## config.mk

```make
export PLATFORM = sky130hd
export DESIGN_NAME = tdc_result_tx
export DESIGN_NICKNAME = d
export VERILOG_FILES = /design/src/rtl/tdc_result_tx.sv
export SDC_FILE = /design/constraint.sdc
export NUM_CORES = 1
export LEC_CHECK = 0
export CORE_MARGIN = 10
export CORE_UTILIZATION = 50
export DETAILED_ROUTE_END_ITERATION = 16
export GPL_TIMING_DRIVEN = 0
export HOLD_SLACK_MARGIN = 0.06
export PLACE_DENSITY = 0.83
export SYNTH_ARGS = -nofsm -noshare
export SYNTH_HDL_FRONTEND = slang
export SYNTH_SLANG_ARGS = --single-unit
```

## constraint.sdc

```tcl
create_clock -name clk -period 2 [get_ports clk]
set_clock_uncertainty 0.1 [all_clocks]
set_input_delay 0.2 -clock clk [delete_from_list [all_inputs] [get_ports clk]]
set_output_delay 0.2 -clock clk [all_outputs]
set_load 0.05 [all_outputs]
```

## src/rtl/tdc_result_tx.sv

```systemverilog
// Buffers 24-bit TDC results in a small FIFO and streams each one to the
// board UART as a BYTES-long frame, MSB byte first, obeying host pause/flush.
module tdc_result_tx #(
  parameter int BYTES   = 3,
  parameter int FIFO_AW = 2
) (
  input  logic                 clk,
  input  logic                 rst,
  input  logic [8*BYTES-1:0]   meas_data,
  input  logic                 meas_valid,
  input  logic                 pause,
  input  logic                 flush,
  input  logic                 tx_busy,
  output logic [7:0]           tx_data,
  output logic                 new_tx_data,
  output logic                 overflow,
  output logic [FIFO_AW:0]     fifo_count,
  output logic                 frame_active
);

  localparam int W     = 8 * BYTES;
  localparam int DEPTH = 1 << FIFO_AW;
  localparam int CW    = $clog2(BYTES + 1);

  localparam logic [FIFO_AW:0] DEPTH_C = (FIFO_AW + 1)'(DEPTH);
  localparam logic [CW-1:0]    LAST_C  = CW'(BYTES);

  typedef enum logic [1:0] {IDLE, SEND, GAP} state_t;

  state_t               state, state_nxt;
  logic [W-1:0]         mem [DEPTH];
  logic [FIFO_AW-1:0]   wr_ptr, rd_ptr;
  logic [W-1:0]         shift;
  logic [CW-1:0]        byte_cnt;

  logic full, wr_req, push, pop, drop_full, send_byte;

  // A full FIFO still accepts a write when the head is leaving in the same cycle.
  assign full      = (fifo_count == DEPTH_C);
  assign pop       = (state == IDLE) && !pause && (fifo_count != '0) && !flush;
  assign wr_req    = meas_valid && !pause && !flush;
  assign push      = wr_req && (!full || pop);
  assign drop_full = wr_req && full && !pop;
  assign send_byte = (state == SEND) && !tx_busy;

  always_ff @(posedge clk) begin
    if (rst) begin
      wr_ptr     <= '0;
      rd_ptr     <= '0;
      fifo_count <= '0;
      overflow   <= 1'b0;
    end else if (flush) begin
      wr_ptr     <= '0;
      rd_ptr     <= '0;
      fifo_count <= '0;
      overflow   <= 1'b0;
    end else begin
      if (push) wr_ptr <= wr_ptr + FIFO_AW'(1);
      if (pop)  rd_ptr <= rd_ptr + FIFO_AW'(1);
      case ({push, pop})
        2'b10:   fifo_count <= fifo_count + (FIFO_AW + 1)'(1);
        2'b01:   fifo_count <= fifo_count - (FIFO_AW + 1)'(1);
        default: fifo_count <= fifo_count;
      endcase
      if (drop_full) overflow <= 1'b1;
    end
  end

  // NOTE: storage array has no reset; pointers and count define which entries are valid.
  always_ff @(posedge clk) begin
    if (push) mem[wr_ptr] <= meas_data;
  end

  always_ff @(posedge clk) begin
    if (rst) state <= IDLE;
    else     state <= state_nxt;
  end

  // NOTE: default assignment first so no path leaves state_nxt unassigned (no latch).
  always_comb begin
    state_nxt = state;
    case (state)
      IDLE:    if (pop)       state_nxt = SEND;
      SEND:    if (!tx_busy)  state_nxt = GAP;
      GAP:     state_nxt = (byte_cnt == LAST_C) ? IDLE : SEND;
      default: state_nxt = IDLE;
    endcase
  end

  always_comb begin
    frame_active = (state != IDLE);
  end

  // The GAP cycle after every strobe keeps new_tx_data one cycle wide
  // and gives the UART time to raise tx_busy before the next byte.
  always_ff @(posedge clk) begin
    if (rst) begin
      shift       <= '0;
      byte_cnt    <= '0;
      tx_data     <= '0;
      new_tx_data <= 1'b0;
    end else begin
      new_tx_data <= 1'b0;
      if (pop) begin
        shift    <= mem[rd_ptr];
        byte_cnt <= '0;
      end else if (send_byte) begin
        tx_data     <= shift[W-1 -: 8];
        new_tx_data <= 1'b1;
        shift       <= shift << 8;
        byte_cnt    <= byte_cnt + CW'(1);
      end
    end
  end

endmodule

```

==> out/metrics.cfg, run 1 <==
[logic_synthesis]
proportion_of_synthesized_chip_area_in_sequential_cells=0.697
synth_cells=351
synth.mux.area_fraction=0.102
synth_area_per_cell_um2=15.6
synthSimpleGateAreaFrac=0.0766
synthesis.nets=387
synth_area_leaders=sky130_fd_sc_hd__edfxtp_1 53%, sky130_fd_sc_hd__dfxtp_1 17%, sky130_fd_sc_hd__mux4_2 9.9%
ys_top_cells_by_count=96 x sky130_fd_sc_hd__edfxtp_1, 47 x sky130_fd_sc_hd__dfxtp_1, 43 x sky130_fd_sc_hd__nand2_1
synth_ff_type=sky130_fd_sc_hd__edfxtp_1
synth-compound-area-share=0.0778
share_of_yosys_cell_area_claimed_by_the_top_area_cell_type=0.526
synth-seq-cells=143
synthArstFlopShare=0
post_synth_xor_area_fraction=0.00639
yosys.area_share.adder=0.0151
synth_edf_count=96
post_synth_instance_area_mm2=0.00549
netlist-cell-type-count=43
synth.most_common_cell=sky130_fd_sc_hd__edfxtp_1
combinational_family_with_the_most_area_after_synthesis=multiplexers
synth_top_area_cell=sky130_fd_sc_hd__edfxtp_1
ys.warnings.count=0

[clocking]
cts_tree=built
cts_num_sinks=143
clk_pin_slew_worst_paths_ns=0.06
ctsHoldBuffers=0
clock_insertion_delay_worst_skew_ns=0.51
clock_tree.buffer_depth=2
htree_num_levels=4
library_cell_used_as_clock_root_buffer=sky130_fd_sc_hd__clkbuf_8
cts_made_buffers=17

[worst_setup_path]
worst-path-buf-inv=1
timing.critical_path.cells=clkdlybuf4s50_1
critPathMaxFanout=2
end_kind=output port
worst-endpoint-arrival_ns=1.64
setup.worst_path.start_class=flop
timing_worst_setup_path_type=reg -> out
crit_required_ns=1.70
worstSetupStartpoint=tx_data[4]
critical_path.slowest_cell=sky130_fd_sc_hd__clkdlybuf4s50_1
crit_path_max_incr_delay_ns=0.81
timing.critical_path.max_delay_family=buffers and inverters
reg2reg_from=fifo_count[2]

[routing]
initial_detailed_routing_violation_count=258
routed_wl_mm=10.6
num_vias=3100
drt_drc_violations_left=0
detail_route.wl_per_cell_um=18.7
detail-route-antenna-nets=0
drtPass1Iterations=4
vias_per_cell=5.46

[floorplanning]
start_util=0.508
rows=38
chipWidth_um=125
floorplan.die_area_mm2=0.0156
die_y_extent_um=125
design.core.area_mm2=0.0108
io-pin-count=44

[timing]
worst_slew_pin_slew_ns=0.547
min_period_over_period=0.972
drv_slew=0
final.setup.tns_ns=0
postLayoutSetupSlackWorst_ns=0.0567
final.hold.worst_slack_ns=0.224
grt_setup_unrepaired=true
hold_violations=0
post-route-min-period_ns=1.94
highest_attainable_clock_frequency_mhz=515
worst_slew_margin_rel=0.635
finalSetupViolations=0

[place]
detailedPlace.worstSlack_ns=-0.446
place.port_buffers=43
placed_cells=534
hpwlAfterDp_mm=6.69
dpl_cell_area_mm2=0.00611
place.gp.congestion=0.831

[layout]
n_fill_cell=761
final_core_utilization=0.622
postLayoutCellArea_mm2=0.00672
finalNetCount=451
layout.area.seq_mm2=0.00383
drive_above_1_share=0.234
ant_cells=0
stdcell_count=568
synthToLayoutAreaGrowth_pct=22.4
multi_input_comb_area_mm2=0.00157

[power_and_ir_drop]
cellLeakagePower_nw=2.20
power_density_mw_per_mm2=926
finalPower_mw=6.22
vdd_ir_drop_max_mv=0.586

[worst_hold_path]
hold_path_class=in -> reg
hold_path_startpoint=meas_data[2]

[global_routing]
leftover_overflow_at_the_end_of_global_routing=0
antenna_found_initial=0
grt_use_total=0.137
grt_max_degree=25
grt_pass1_vias=3261
grt_pass1_wl_mm=17.0

[run]
max_cap_viol_count=0

[status]
outcome=complete, no violations

[power by group]
| part | total, mW | internal (mW) | switching [mW] |
|---|---|---|---|
| Combinational | 0.203 | 0.0961 | 0.107 |
| Clock | 2.83 | 1.63 | 1.19 |
| Sequential | 3.18 | 3.17 | 0.0107 |
| Total | 6.22 | 4.90 | 1.31 |
[timing repair]
action,CTS,global route
resized for setup,13,15
setup buffers,0,2
endpoints found under the hold margin,0,0
pin swaps,0,3
setup endpoints to repair,101,98
[registers in the layout (all words and copies together), names as in the netlist, named ones only]
signal       count
mem             96
shift           24
tx_data          8
fifo_count       3
byte_cnt         2
rd_ptr           2
state            2
wr_ptr           2
new_tx_data      1
overflow         1
[layer usage]
metal | GRT usage | share of wire | up-vias | wire length [um]
li1 | - | - | 1465 | -
met1 | 0.162 | 0.43 | 1537 | 4540
met2 | 0.230 | 0.50 | 91 | 5350
met3 | 0.0430 | 0.056 | 7 | 596
met4 | 0.0493 | 0.011 | 0 | 112
met5 | 0 | 0 | - | 0
[cells by family after synthesis]
group | after synthesis
flops | 143
simple gates | 87
compound gates | 59
buf+inv | 26
mux | 26
fa+ha+maj | 6
xor+xnor | 4
[final cells by class]
cell class,instances,share of cell area
inverter,5,0.00279
clock buffer,17,0.0617
buffer,21,0.0190
tap,140,0.0261
sequential,143,0.571
clock inverter,15,0.0181
multi-input combinational,182,0.234
timing repair buffer,45,0.0673
[worst reg2reg max path: stages (launching register included)]
cell,delay (ns)
sky130_fd_sc_hd__dfxtp_4,0.36
sky130_fd_sc_hd__or3_1,0.37
sky130_fd_sc_hd__buf_2,0.18
sky130_fd_sc_hd__nand3_4,0.11
sky130_fd_sc_hd__fa_2,0.27
sky130_fd_sc_hd__nor4b_2,0.20
sky130_fd_sc_hd__o21ai_0,0.10
sky130_fd_sc_hd__a31oi_1,0.16
[path summary, 6_finish.rpt]
| kind | end | slack [ns] | cells after the start |
|---|---|---|---|
| worst min register to register | tx_data[1] | 0.35 | 2 |
| worst max register to register | fifo_count[2] | 0.07 | 7 |
| worst min-delay path | mem[0][2] | 0.22 | 1 |
| worst max-delay path | tx_data[4] | 0.06 | 1 |
[cell usage in the layout (no fill, tap or decap), types with 6 or more instances in the layout]
master,n
sky130_fd_sc_hd__a21oi_1,33
sky130_fd_sc_hd__a22oi_1,6
sky130_fd_sc_hd__a22oi_2,10
sky130_fd_sc_hd__buf_2,6
sky130_fd_sc_hd__clkbuf_16,16
sky130_fd_sc_hd__clkdlybuf4s50_1,36
sky130_fd_sc_hd__dfxtp_1,44
sky130_fd_sc_hd__edfxtp_1,96
sky130_fd_sc_hd__mux4_2,24
sky130_fd_sc_hd__nand2_1,43
sky130_fd_sc_hd__nand3_1,11
sky130_fd_sc_hd__nor2_1,9
(Power assumes the default switching activity.)
==> run 2: changes to the inputs <==
- REMOVE_ABC_BUFFERS: unset -> 1
==> run 2 against run 1 <==
Cell area decreased by 1.2%. Power increased by 0.29%. First-iteration DRC count increased by 1.6%. Non-clock buffer count decreased by 17. Register-to-register slack about the same. Flip-flop and latch count unchanged. Clock power about the same. Sequential power about the same. Critical path type unchanged. Largest power group unchanged. Highest routed layer unchanged.
==> out/metrics.cfg, run 2 (synthesis results as in run 1) <==
[timing]
post-route-min-period_ns=1.96  ; +0.0187 ns
finalSetupViolations=0  ; unchanged
grt_setup_unrepaired=true
final.hold.worst_slack_ns=0.123  ; -0.101 ns
drv_slew=0  ; unchanged
hold_violations=0  ; unchanged
highest_attainable_clock_frequency_mhz=510  ; -0.95%
worst_slew_pin_slew_ns=0.745  ; +0.198 ns
worst_slew_margin_rel=0.503  ; -0.132
min_period_over_period=0.981  ; +0.00933

[worst_hold_path]
hold_path_class=in -> reg
hold_path_end=state[1]
hold_path_startpoint=rst
hold_path_depth=2  ; +1

[worst_setup_path]
timing.critical_path.cells=clkdlybuf4s50_1
worst-path-buf-inv=1  ; unchanged
reg2reg_from=fifo_count[2]
reg2reg_setup_slack_ns=0.08  ; about the same
critical_path.slowest_cell=sky130_fd_sc_hd__clkdlybuf4s50_1
crit_required_ns=1.70  ; about the same
setup.worst_path.start_class=flop
end_kind=output port
crit_path_max_incr_delay_ns=0.83  ; +0.02 ns
timing.rr.end=mem[2][1]
timing.critical_path.max_delay_family=buffers and inverters
timing_worst_setup_path_type=reg -> out
worst-r2r-cell-count=3  ; -4
critPathMaxFanout=2  ; unchanged
worst-endpoint-arrival_ns=1.66  ; +0.02 ns

[layout]
drive_above_1_share=0.228  ; -0.00549
synthToLayoutAreaGrowth_pct=20.9
stdcell_count=552  ; -2.8%
finalNetCount=435  ; -3.5%
most-common-layout-cells=96 x sky130_fd_sc_hd__edfxtp_1, 43 x sky130_fd_sc_hd__nand2_1, 42 x sky130_fd_sc_hd__dfxtp_1
ant_cells=0  ; unchanged
layout.cells.most_common=sky130_fd_sc_hd__edfxtp_1
layout_top_registers=mem x96, shift x24, tx_data x8
final_core_utilization=0.615  ; -0.00765
layout.area.seq_mm2=0.00383  ; about the same
largest_register=mem
multi_input_comb_area_mm2=0.00158  ; +0.72%
n_fill_cell=773  ; +1.6%
largest_register_ffs=96  ; unchanged

[power_and_ir_drop]
pwr-share-clk=0.457  ; +0.002
cellLeakagePower_nw=2.12  ; -3.8%
vdd_ir_drop_max_mv=0.493  ; -16%
power.share.combinational=0.031  ; -0.002
swShare=0.204  ; -0.00688
seq_power_share=0.512  ; about the same
p_sw_mw=1.27  ; -3.0%
power_density_mw_per_mm2=940  ; +1.5%
finalPower_mw=6.23  ; +0.29%
cell_internal_pwr_mw=4.96  ; +1.2%

[clocking]
cts_num_sinks=143  ; unchanged
ctsHoldBuffers=0  ; unchanged
clock_insertion_delay_worst_skew_ns=0.51  ; about the same
clk_pin_slew_worst_paths_ns=0.06  ; about the same
htree_num_levels=4  ; unchanged
cts_made_buffers=17  ; unchanged
library_cell_used_as_clock_root_buffer=sky130_fd_sc_hd__clkbuf_8
cts_tree=built
clock_tree.buffer_depth=2  ; unchanged

[floorplanning]
design.core.area_mm2=0.0108  ; unchanged
die_y_extent_um=125  ; unchanged
io-pin-count=44  ; unchanged
rows=38  ; unchanged
floorplan.die_area_mm2=0.0156  ; unchanged
start_util=0.508  ; unchanged
chipWidth_um=125  ; unchanged

[global_routing]
grt_use_total=0.145  ; +0.00801
antenna_found_initial=0  ; unchanged
grt_max_degree=39  ; +56%
leftover_overflow_at_the_end_of_global_routing=0  ; unchanged
grt_pass1_wl_mm=17.9  ; +4.9%
grt_pass1_vias=3282  ; +0.64%

[routing]
num_vias=3136  ; +1.2%
detail_route.wl_per_cell_um=20.1  ; +7.6%
initial_detailed_routing_violation_count=262  ; +1.6%
vias_per_cell=5.68  ; +4.1%
detail-route-antenna-nets=0  ; unchanged
routed_wl_mm=11.1  ; +4.6%
drtPass1Iterations=4  ; unchanged
drt_drc_violations_left=0  ; unchanged

[place]
place.port_buffers=43  ; unchanged
placed_cells=513  ; -3.9%
place.gp.congestion=0.788  ; -5.1%
hpwlAfterDp_mm=5.96  ; -11%

[run]
max_cap_viol_count=0  ; unchanged

[status]
outcome=complete, no violations

-- run 2: power by group through the flow --
| stage | clock [mW] | sequential (mW) | combinational, mW |
|---|---|---|---|
| floorplan | 0 | 3.25 | 0.0673 |
| global placement | 0 | 3.25 | 0.177 |
| detailed placement | 0 | 3.25 | 0.184 |
| CTS | 2.88 | 3.19 | 0.192 |
| global route | 3.02 | 3.19 | 0.209 |
| finish | 2.85 | 3.19 | 0.194 |
-- run 2: worst max-delay path by stage --
stage             startpoint       endpoint  cells past startpoint
6_report          tx_data[3]     tx_data[3]                      1
5_1_grt        fifo_count[2]  fifo_count[2]                      6
4_1_cts           tx_data[1]     tx_data[1]                      1
3_5_place_dp           pause      mem[1][5]                      4
3_3_place_gp           pause      mem[3][5]                      4
2_1_floorplan  fifo_count[2]      mem[0][0]                      3
-- run 2: final cells by class --
type                    instances  share of cell area
flip-flops and latches        143               0.578
multi-input cells             183               0.239
repair buffers                 49              0.0730
clock buffers                  20              0.0672
well taps                     140              0.0264
clock inverters                12              0.0141
inverters                       5             0.00283
-- run 2: per-stage QoR --
step | setup TNS, ns | setup WS, ns | area, um^2
after global routing | -0.0216 | -0.0216 | 6630
after floorplan | -35.19 | -0.314 | 5370
after detailed placement | -109.40 | -0.936 | 5970
final | 0 | 0.0381 | 6630
after global placement | -106.98 | -0.875 | 5970
after CTS | 0 | 0.00519 | 6610
-- run 2: repair_timing --
action	in CTS	in global routing
setup endpoints to repair	139	90
pin swaps	1	3
setup buffers	6	0
cloned	1	0
resized for setup	22	9
-- run 2: per-layer routing --
metal  up-vias  share of wire  GRT usage
li1       1439              -          -
met1      1572           0.41      0.168
met2       113           0.52      0.248
met3        12          0.060     0.0447
met4         0          0.011     0.0528
met5         -              0          0
